--- src/rtl/aes_inv_shift_rows_stage_if.sv ---
// aes_inv_shift_rows_stage_if: stream handshake bundle for the inverse ShiftRows stage
interface aes_inv_shift_rows_stage_if;
    logic         in_valid;
    logic         in_ready;
    logic [127:0] in_data;
    logic [127:0] in_key;
    logic         out_valid;
    logic         out_ready;
    logic [127:0] out_data;
    logic [15:0]  blk_cnt;
    modport master (
        output in_valid, in_data, in_key, out_ready,
        input  in_ready, out_valid, out_data, blk_cnt
    );
    modport slave (
        input  in_valid, in_data, in_key, out_ready,
        output in_ready, out_valid, out_data, blk_cnt
    );
endinterface

--- src/rtl/aes_inv_shift_rows_stage.sv ---
// aes_inv_shift_rows_stage: InvShiftRows plus optional round-key XOR feeding a 2-entry output FIFO
module aes_inv_shift_rows_stage #(
    parameter bit KEY_EN = 1'b1
) (
    input  logic                        clk,
    input  logic                        rst,
    aes_inv_shift_rows_stage_if.slave   io_bus
);
    typedef enum logic [1:0] {EMPTY, ONE, TWO} state_t;
    state_t       r_state;
    state_t       w_next;
    logic [127:0] r_head;
    logic [127:0] r_tail;
    logic [15:0]  r_cnt;
    logic [127:0] w_shift;
    logic [127:0] w_xf;
    logic         w_push;
    logic         w_pop;
    // out byte at column c, row r takes the input byte at column (c+3-r) mod 4, same row
    for (genvar b = 0; b < 16; b++) begin : g_map
        assign w_shift[8*b +: 8] = io_bus.in_data[8*(4*(((b/4)+3-(b%4))%4) + (b%4)) +: 8];
    end
    assign w_xf             = KEY_EN ? (w_shift ^ io_bus.in_key) : w_shift;
    assign io_bus.in_ready  = (r_state != TWO);
    assign io_bus.out_valid = (r_state != EMPTY);
    assign io_bus.out_data  = r_head;
    assign io_bus.blk_cnt   = r_cnt;
    assign w_push           = io_bus.in_valid && io_bus.in_ready;
    assign w_pop            = io_bus.out_valid && io_bus.out_ready;
    // FIFO occupancy next-state from push/pop
    always_comb begin
        w_next = r_state;
        case (r_state)
            EMPTY:   w_next = w_push ? ONE : EMPTY;
            ONE:     w_next = (w_push && !w_pop) ? TWO : ((!w_push && w_pop) ? EMPTY : ONE);
            TWO:     w_next = w_pop ? ONE : TWO;
            default: w_next = EMPTY;
        endcase
    end
    // state, head/tail storage and delivered-block counter
    always_ff @(posedge clk) begin
        if (rst) begin
            r_state <= EMPTY;
            r_head  <= '0;
            r_tail  <= '0;
            r_cnt   <= '0;
        end else begin
            r_state <= w_next;
            if (w_pop)
                r_cnt <= r_cnt + 16'd1;
            if (r_state == TWO && w_pop)
                r_head <= r_tail;
            else if (w_push && (r_state == EMPTY || w_pop))
                r_head <= w_xf;
            else if (w_push)
                r_tail <= w_xf;
        end
    end
endmodule

--- src/flat_wrapper.sv ---
// flat-port wrapper written by rule: the top's interface ports become plain ports
module aes_inv_shift_rows_stage_flat 
#(
    parameter bit KEY_EN = 1'b1
)
  (clk, rst, io_bus_in_valid, io_bus_in_data, io_bus_in_key, io_bus_out_ready, io_bus_in_ready, io_bus_out_valid, io_bus_out_data, io_bus_blk_cnt);
  aes_inv_shift_rows_stage_if io_bus_i ();
  input  logic clk;
  input  logic rst;
  input wire logic [$bits(io_bus_i.in_valid)-1:0] io_bus_in_valid;
  input wire logic [$bits(io_bus_i.in_data)-1:0] io_bus_in_data;
  input wire logic [$bits(io_bus_i.in_key)-1:0] io_bus_in_key;
  input wire logic [$bits(io_bus_i.out_ready)-1:0] io_bus_out_ready;
  output wire logic [$bits(io_bus_i.in_ready)-1:0] io_bus_in_ready;
  output wire logic [$bits(io_bus_i.out_valid)-1:0] io_bus_out_valid;
  output wire logic [$bits(io_bus_i.out_data)-1:0] io_bus_out_data;
  output wire logic [$bits(io_bus_i.blk_cnt)-1:0] io_bus_blk_cnt;
  assign io_bus_i.in_valid = io_bus_in_valid;
  assign io_bus_i.in_data = io_bus_in_data;
  assign io_bus_i.in_key = io_bus_in_key;
  assign io_bus_i.out_ready = io_bus_out_ready;
  assign io_bus_in_ready = io_bus_i.in_ready;
  assign io_bus_out_valid = io_bus_i.out_valid;
  assign io_bus_out_data = io_bus_i.out_data;
  assign io_bus_blk_cnt = io_bus_i.blk_cnt;
  aes_inv_shift_rows_stage #(.KEY_EN(KEY_EN)) u_core (.clk(clk), .rst(rst), .io_bus(io_bus_i));
endmodule
--- config.mk ---
export PLATFORM = sky130hd
export DESIGN_NAME = aes_inv_shift_rows_stage_flat
export DESIGN_NICKNAME = d
export VERILOG_FILES = /design/src/rtl/aes_inv_shift_rows_stage_if.sv /design/src/rtl/aes_inv_shift_rows_stage.sv /design/src/flat_wrapper.sv
export SDC_FILE = /design/constraint.sdc
export NUM_CORES = 1
export LEC_CHECK = 0
export ABC_AREA = 1
export CAP_MARGIN = 20
export CORE_AREA = 8 8 168 170
export CTS_CLUSTER_DIAMETER = 120
export CTS_CLUSTER_SIZE = 14
export DETAILED_ROUTE_END_ITERATION = 10
export DIE_AREA = 0 0 176 178
export HOLD_SLACK_MARGIN = 0.03
export PLACE_DENSITY = 0.84
export SLEW_MARGIN = 5
export SYNTH_ARGS = -nofsm -noshare
export SYNTH_HDL_FRONTEND = slang
export SYNTH_SLANG_ARGS = --single-unit
--- constraint.sdc ---
create_clock -name clk -period 1.91 [get_ports clk]
set_input_delay 0.382 -clock clk [delete_from_list [all_inputs] [get_ports clk]]
set_output_delay 0.382 -clock clk [all_outputs]
set_load 0.1 [all_outputs]
# After elaboration in Yosys (flattened, before gate mapping)
# Cells that the tools add are included.
[op_classes] n_addsub=1 eq_ne=3 bitwise_logic=3 muxes=7 reduce_logical=13
[op_table] operator="2-to-1 mux 128 bit" n=2
[op_table] operator="bitwise XOR 128 bit" n=1
[op_table] operator="adder 16 x 1 -> 16 bit (second input constant)" n=1
[op_table] operator="logical AND 1 bit" n=6
[op_table] operator="one-hot mux 2 bit (3 select lines)" n=1
[op_table] operator="2-to-1 mux 2 bit" n=2
[op_table] operator="nonzero test 2 bit" n=2
[op_table] operator="AND reduction 3 bit" n=1
[op_table] operator="== test 2 x 1 -> 1 bit (second input constant)" n=1
[op_table] operator="== test 2 bit (second input constant)" n=1
[op_table] operator="logical NOT 1 bit" n=2
[op_table] operator="logical NOT 2 bit" n=1
[op_table] operator="2-to-1 mux 1 bit" n=2
[op_table] operator="!= test 2 bit (second input constant)" n=1
[op_table] operator="NOT 1 bit" n=2
[op_table] operator="logical OR 1 bit" n=1
[totals] ff_bits=274 output_inout_bits=146

# Longest topological paths before layout
# Gate-level depths: netlist of run 1.
[depth] word_depth=7 ltp_mapped=10

# Worst setup path after synthesis of run 1
# No wires, ideal clock.
[synth_path] kind="register -> register" start="reg u_core.r_cnt[1] (netlist: u_core.io_bus.blk_cnt[1])" end="reg u_core.r_cnt[8] (netlist: u_core.io_bus.blk_cnt[8])" path_buffers=0 setup_slack_ns=-0.161 arrival_time_ns=1.955 required_time_ns=1.794 path_stages_with_launch=7 cell_sequence="dfxtp_1 -> ha_1 -> nand3_1 -> nor2_1 -> nand3_1 -> o21ai_0 -> nor2_1"
[synth_via] elab_chain_cells=1
[synth_rtl] element="start: declaration" line="aes_inv_shift_rows_stage.sv:14" text="logic [15:0] r_cnt;"
[synth_rtl] element="start signal: assignment" line="aes_inv_shift_rows_stage.sv:50" text="r_cnt <= r_cnt + 16'd1;"
[synth_rtl] element="adder 16 x 1 -> 16 bit" line="aes_inv_shift_rows_stage.sv:50"
# Every way passes these cells.
# A chain may end at the register's enable or synchronous reset.

# Worst setup path in the final report of run 1
[layout_path] start="reg u_core.r_state[1]" end="out io_bus_out_valid"
[layout_via] elab_chain_cells=1
[layout_rtl] element="start: declaration" line="aes_inv_shift_rows_stage.sv:10" text="state_t r_state;"
[layout_rtl] element="start signal: assignment" line="aes_inv_shift_rows_stage.sv:48" text="r_state <= w_next;"
[layout_rtl] element="nonzero test 2 bit" line="aes_inv_shift_rows_stage.sv:25" text="assign io_bus.out_valid = (r_state != EMPTY);"
[layout_rtl] element="end: declaration" line="flat_wrapper.sv:15" text="output wire logic [$bits(io_bus_i.out_valid)-1:0] io_bus_out_valid;"
# Every way passes these cells.

==> results of run 1 <==
## placed cells by master, fill, tap and decap left out, types with 3 or more instances in the layout
cell type and instances:
buf_12 38, nor2_4 3, inv_1 143, nand2_1 418, buf_4 158, dfxtp_1 269
dfxtp_2 5, o21ai_1 27, clkdlybuf4s50_1 258, nor2_1 544, o21ai_0 109, xor2_1 128
inv_4 3, nand3_1 137, a21oi_1 9, clkbuf_16 23
## sequential cells by signal, indices dropped and copies added, names as in the netlist
signal and count:
u_core.io_bus.blk_cnt 16, u_core.r_tail 128, u_core.io_bus.out_data 128, u_core.r_state 2
## worst max path at each step
| stage | end | slack (ns) | cells after the start |
|---|---|---|---|
| after detailed placement | u_core.r_tail[25] | -0.08 | 7 |
| after CTS | io_bus_out_valid | 0.16 | 3 |
| after floorplan | u_core.io_bus.blk_cnt[11] | 0.0003 | 7 |
| final | io_bus_out_valid | 0.17 | 3 |
| after global routing | io_bus_out_valid | 0.11 | 3 |
| after global placement | u_core.r_tail[19] | -0.02 | 7 |
## layout make-up
| cell class | count | area [µm²] | area share |
|---|---|---|---|
| sequential | 274 | 5490 | 0.308 |
| inverter | 148 | 563 | 0.0316 |
| multi-input combinational | 1385 | 6250 | 0.350 |
| timing repair buffer | 454 | 4530 | 0.254 |
| tap | 335 | 419 | 0.0235 |
| clock inverter | 1 | 8.76 | 0.000491 |
| clock buffer | 23 | 576 | 0.0323 |
## worst max-delay path, stage by stage, from the launching register on
cell	delay [ns]
dfxtp_1	0.42
inv_2	0.08
nand2_2	0.15
buf_12	0.19
## where the power goes
group | total [W] | switching (W) | internal, W
Sequential | 0.00633 | 0.000212 | 0.00612
Clock | 0.00413 | 0.00200 | 0.00213
Combinational | 0.00473 | 0.00329 | 0.00144
## cell families (layout without fill, tap and decap cells)
family	after synthesis	count (layout)	synth area share
AO/OA/AOI/OAI	147	147	0.0579
XOR/XNOR	128	128	0.0871
adder cells (fa/ha/maj)	1	1	0.000972
flip-flops	274	274	0.426
buffers and inverters	262	626	0.0897
AND/OR/NAND/NOR	1109	1109	0.338
## through the flow
step	cells	total power (W)	TNS [ns]	area (µm²)
floorplan	1921	0.00961	0	12900
global placement	2596	0.0111	-0.603	17300
detailed placement	2596	0.0112	-6.81	17300
CTS	2620	0.0153	0	17800
global route	2620	0.0158	0	17800
finish	2620	0.0152	0	17800
## layer usage
metal | wire length (µm) | vias to the layer above | share of wire | global-route usage
met3 | 2990 | 110 | 0.075 | 0.0597
met5 | 0 | - | 0 | 0
met2 | 19300 | 464 | 0.49 | 0.416
met1 | 15400 | 5771 | 0.39 | 0.272
li1 | - | 6556 | - | -
met4 | 1970 | 0 | 0.050 | 0.115
==> reports/results.ini, run 1 <==
[status]
status=finished, final reports clean

[clocking]
worstSkewPairLatency_ns=0.51
post_cts_resized=0
htreeDepth=1
ctsHoldBuffers=0
cts_tree=built
cts.sinks=274
clockBufferDepth=3
clk_pin_slew_ns=0.07
cts-root-buf=clkbuf_16
cts_buffers=23
post_cts_buffers=0

[timing]
whs_ns=0.218
hold_viol=0
finalCriticalPeriod_ns=1.74
clock.fmax_mhz=573
finalSetupViolCount=0
finalCritPeriodShare=0.913
drv_slew=0
setup_slack_ns=0.165
rsz0062_at_grt=no
finalClockSkew_ns=0.0190
relSlewSlack=0.627
tightestPinTransition_ns=0.559

[floorplan]
ioPinCount=406
start_util=0.502
die_height_um=178
dieArea_mm2=0.0313
fp.coreArea_mm2=0.0256
fp.dieW_um=176
rows=59

[route]
routedWlPerCell_um=15.2
vias=12900
drtIter0Drc=1079
via_per_inst=4.92
drc=0
wirelength_um=39700
detail-route-antenna-nets=0
drtPass1Iterations=5

[synth]
syn_inst=1921
synth_area_leader_cell=dfxtp_1
syn_area_mm2=0.0129
async_flop_share=0
synth_area_leaders=dfxtp_1 (43%), nor2_1 (16%), nand2_1 (12%)
yosysSeqAreaShare=0.426
ys_seq_elements=274
synth_cell_type_count=24
postSynthAreaPerCell_um2=6.70
synth_edf_count=0
synth_ff_type=dfxtp_1
synth_top_area_share=0.426
synth_fp_nets=2182
synth.most_common_cell=nor2_1
synth_common_cells=nor2_1 (546), nand2_1 (420), dfxtp_1 (274)
yosys_warnings=0

[worst_setup_path]
setup.worst_path.end_class=output port
cp_max_fo=4
rr_endpoint=u_core.r_tail[27]
worstSetupStartpoint=u_core.r_state[1]
required_ns=1.53
rrSetupSlack_ns=0.25
arrival_ns=1.36
rr_worst_depth=7
r2r_start=u_core.r_state[1]
worstSetupPathType=reg -> out
start_kind=flip-flop

[run]
cap_viol_max_count=0

[grt]
grt_first_pass_wirelength_um=62300
overflow=0
grtUsageTotal=0.239
grt_pass1_vias=12500
antenna_found_initial=0
grt_max_degree=117

[min_path]
hold_path_end=u_core.io_bus.blk_cnt[6]
hold_class=in -> reg
hold_start=rst
min_path_cells=2

[power_and_ir_drop]
peakVddDrop_mv=0.782
power_density_mw_per_mm2=851
p_leak_nw=8.87

[layout]
antenna_cells=0
final_util=0.696
area_delta_synth_final_pct=38.7
drive_above_1_share=0.103
fillers=1999
nNetsFinal=2547

[placed_design]
dp_hpwl_um=28500
gp_congestion=0.849
portBuffers=405
pre_cts_ws_ns=-0.0789

Power figures use the tool's default switching activity.
==> run 2, diff against run 1 <==
- CORE_AREA: 8 8 168 170 -> 8 8 144 199
- DIE_AREA: 0 0 176 178 -> 0 0 152 207
- HOLD_SLACK_MARGIN: 0.03 -> 0.15
==> run 2 against run 1 <==
Combinational power about the same. Critical path type unchanged. Clock skew down 0.0042 ns. Critical endpoint unchanged. Power about the same.
==> reports/results.ini, run 2 (same netlist as run 1, synthesis figures left out) <==
[worst_setup_path]
cp_max_fo=4  ; unchanged
arrival_ns=1.32  ; -0.04 ns
worstSetupPathType=reg -> out
rr_worst_depth=7  ; unchanged
setup.worst_path.end_class=output port
rrSetupSlack_ns=0.29  ; +0.04 ns
required_ns=1.53  ; about the same
start_kind=flip-flop

[clocking]
clk_pin_slew_ns=0.07  ; about the same
cts-root-buf=clkbuf_16
cts_buffers=23  ; unchanged
worstSkewPairLatency_ns=0.51  ; about the same
cts_tree=built
cts.sinks=274  ; unchanged
ctsHoldBuffers=0  ; unchanged
post_cts_buffers=0  ; unchanged
htreeDepth=1  ; unchanged
clockBufferDepth=3  ; unchanged
post_cts_resized=0  ; unchanged

[route]
dr.max_layer_used=met4
route.met2.wl_um=19400  ; +0.42%
drtIter0Drc=706  ; -35%
drc=0  ; unchanged
vias=12900  ; -0.047%
met1Wirelength_um=15300  ; -0.73%
via_per_inst=4.96  ; +0.68%
routedWlPerCell_um=15.1  ; -0.38%
drtPass1Iterations=5  ; unchanged
detail-route-antenna-nets=0  ; unchanged
wirelength_um=39300  ; -1.1%
met3WireLength_um=3130  ; +4.4%

[grt]
antenna_found_initial=0  ; unchanged
grt_max_degree=130  ; +11%
grt_first_pass_wirelength_um=63600  ; +2.1%
grt_pass1_vias=12700  ; +1.4%
overflow=0  ; unchanged
grtUsageTotal=0.241  ; +0.00132

[floorplan]
die_height_um=207  ; +16%
start_util=0.498  ; -0.00431
fp.dieW_um=152  ; -14%
dieArea_mm2=0.0315  ; +0.43%
rows=70  ; +19%
fp.coreArea_mm2=0.0258  ; +0.86%
ioPinCount=406  ; unchanged

[timing]
whs_ns=0.438  ; +0.220 ns
relSlewSlack=0.579  ; -0.0477
rsz0062_at_grt=no
finalCritPeriodShare=0.890  ; -0.0231
finalClockSkew_ns=0.0148  ; -0.00421 ns
tightestPinTransition_ns=0.631  ; +0.0716 ns
clock.fmax_mhz=588  ; +2.6%
drv_slew=0  ; unchanged
hold_viol=0  ; unchanged
finalSetupViolCount=0  ; unchanged
finalCriticalPeriod_ns=1.70  ; -0.0441 ns

[power_and_ir_drop]
peakVddDrop_mv=0.560  ; -28%
p_leak_nw=8.86  ; -0.11%
power_density_mw_per_mm2=850  ; -0.19%

[layout]
design_area_mm2=0.0179  ; +0.21%
drive_above_1_share=0.0997  ; -0.00315
area_delta_synth_final_pct=38.9
final_common_cell=nor2_1
regArea_mm2=0.00549  ; unchanged
fin_cells=2601  ; -0.73%
layout_common_cells=nor2_1 (544), nand2_1 (418), dfxtp_1 (269), clkdlybuf4s50_1 (258), inv_1 (143)
antenna_cells=0  ; unchanged
multiInputGateArea_mm2=0.00625  ; unchanged
fillers=2026  ; +1.4%
nNetsFinal=2539  ; -0.31%

[min_path]
hold_class=in -> reg
min_path_cells=5  ; +3

[placed_design]
numPlacedInstances=2577  ; -0.73%
placed_cell_area_mm2=0.0173  ; +0.22%
portBuffers=405  ; unchanged
dp_hpwl_um=28400  ; -0.27%
gp_congestion=0.929  ; +9.3%

[run]
cap_viol_max_count=0  ; unchanged

[status]
status=finished, final reports clean

==> run 2: cell count changes in the layout (fill, tap and decap cells not counted), sizes merged <==
cell | before | now
buf | 196 | 188
clkinv | 1 | 2
inv | 148 | 147
==> run 2: routing by layer <==
| layer | vias up | track usage |
|---|---|---|
| li1 | 6534 | - |
| met1 | 5801 | 0.271 |
| met2 | 481 | 0.429 |
| met3 | 79 | 0.0600 |
| met4 | 0 | 0.0947 |
| met5 | - | 0 |
==> run 2: stage by stage <==
stage | total power (W) | TNS [ns] | worst slack (ns) | util
5_1_grt | 0.0158 | 0 | 0.160 | 0.692
2_1_floorplan | 0.00961 | 0 | 0.000262 | -
4_1_cts | 0.0153 | 0 | 0.206 | 0.692
6_report | 0.0152 | 0 | 0.210 | 0.692
3_3_place_gp | 0.0111 | -1.04 | -0.0381 | 0.669
3_5_place_dp | 0.0112 | -4.27 | -0.0745 | 0.669
==> run 2: path summary, 6_finish.rpt <==
| path | start | to |
|---|---|---|
| worst max-delay path | u_core.r_state[1] | io_bus_out_valid |
| worst min register to register | u_core.io_bus.blk_cnt[3] | u_core.io_bus.blk_cnt[3] |
| worst min-delay path | rst | u_core.r_tail[6] |
| worst max register to register | u_core.r_state[1] | u_core.r_tail[125] |
==> run 2: final cells by class <==
class,count,share of cell area
Sequential cell,274,0.307
Inverter,148,0.0314
Clock inverter,1,0.000490
Clock buffer,23,0.0322
Timing Repair Buffer,446,0.256
Multi-Input combinational cell,1385,0.350
Tap cell,324,0.0227
==> run 2: power by group <==
group	switching (W)	total, W	internal, W
registers	0.000218	0.00634	0.00612
clock network	0.00197	0.00410	0.00213
logic	0.00327	0.00475	0.00147
total	0.00547	0.0152	0.00972
==> run 2: worst max-delay path, cell delays in order (launching register included) <==
cell	delay [ns]
dfxtp_1	0.41
inv_2	0.07
nand2_2	0.14
buf_12	0.19
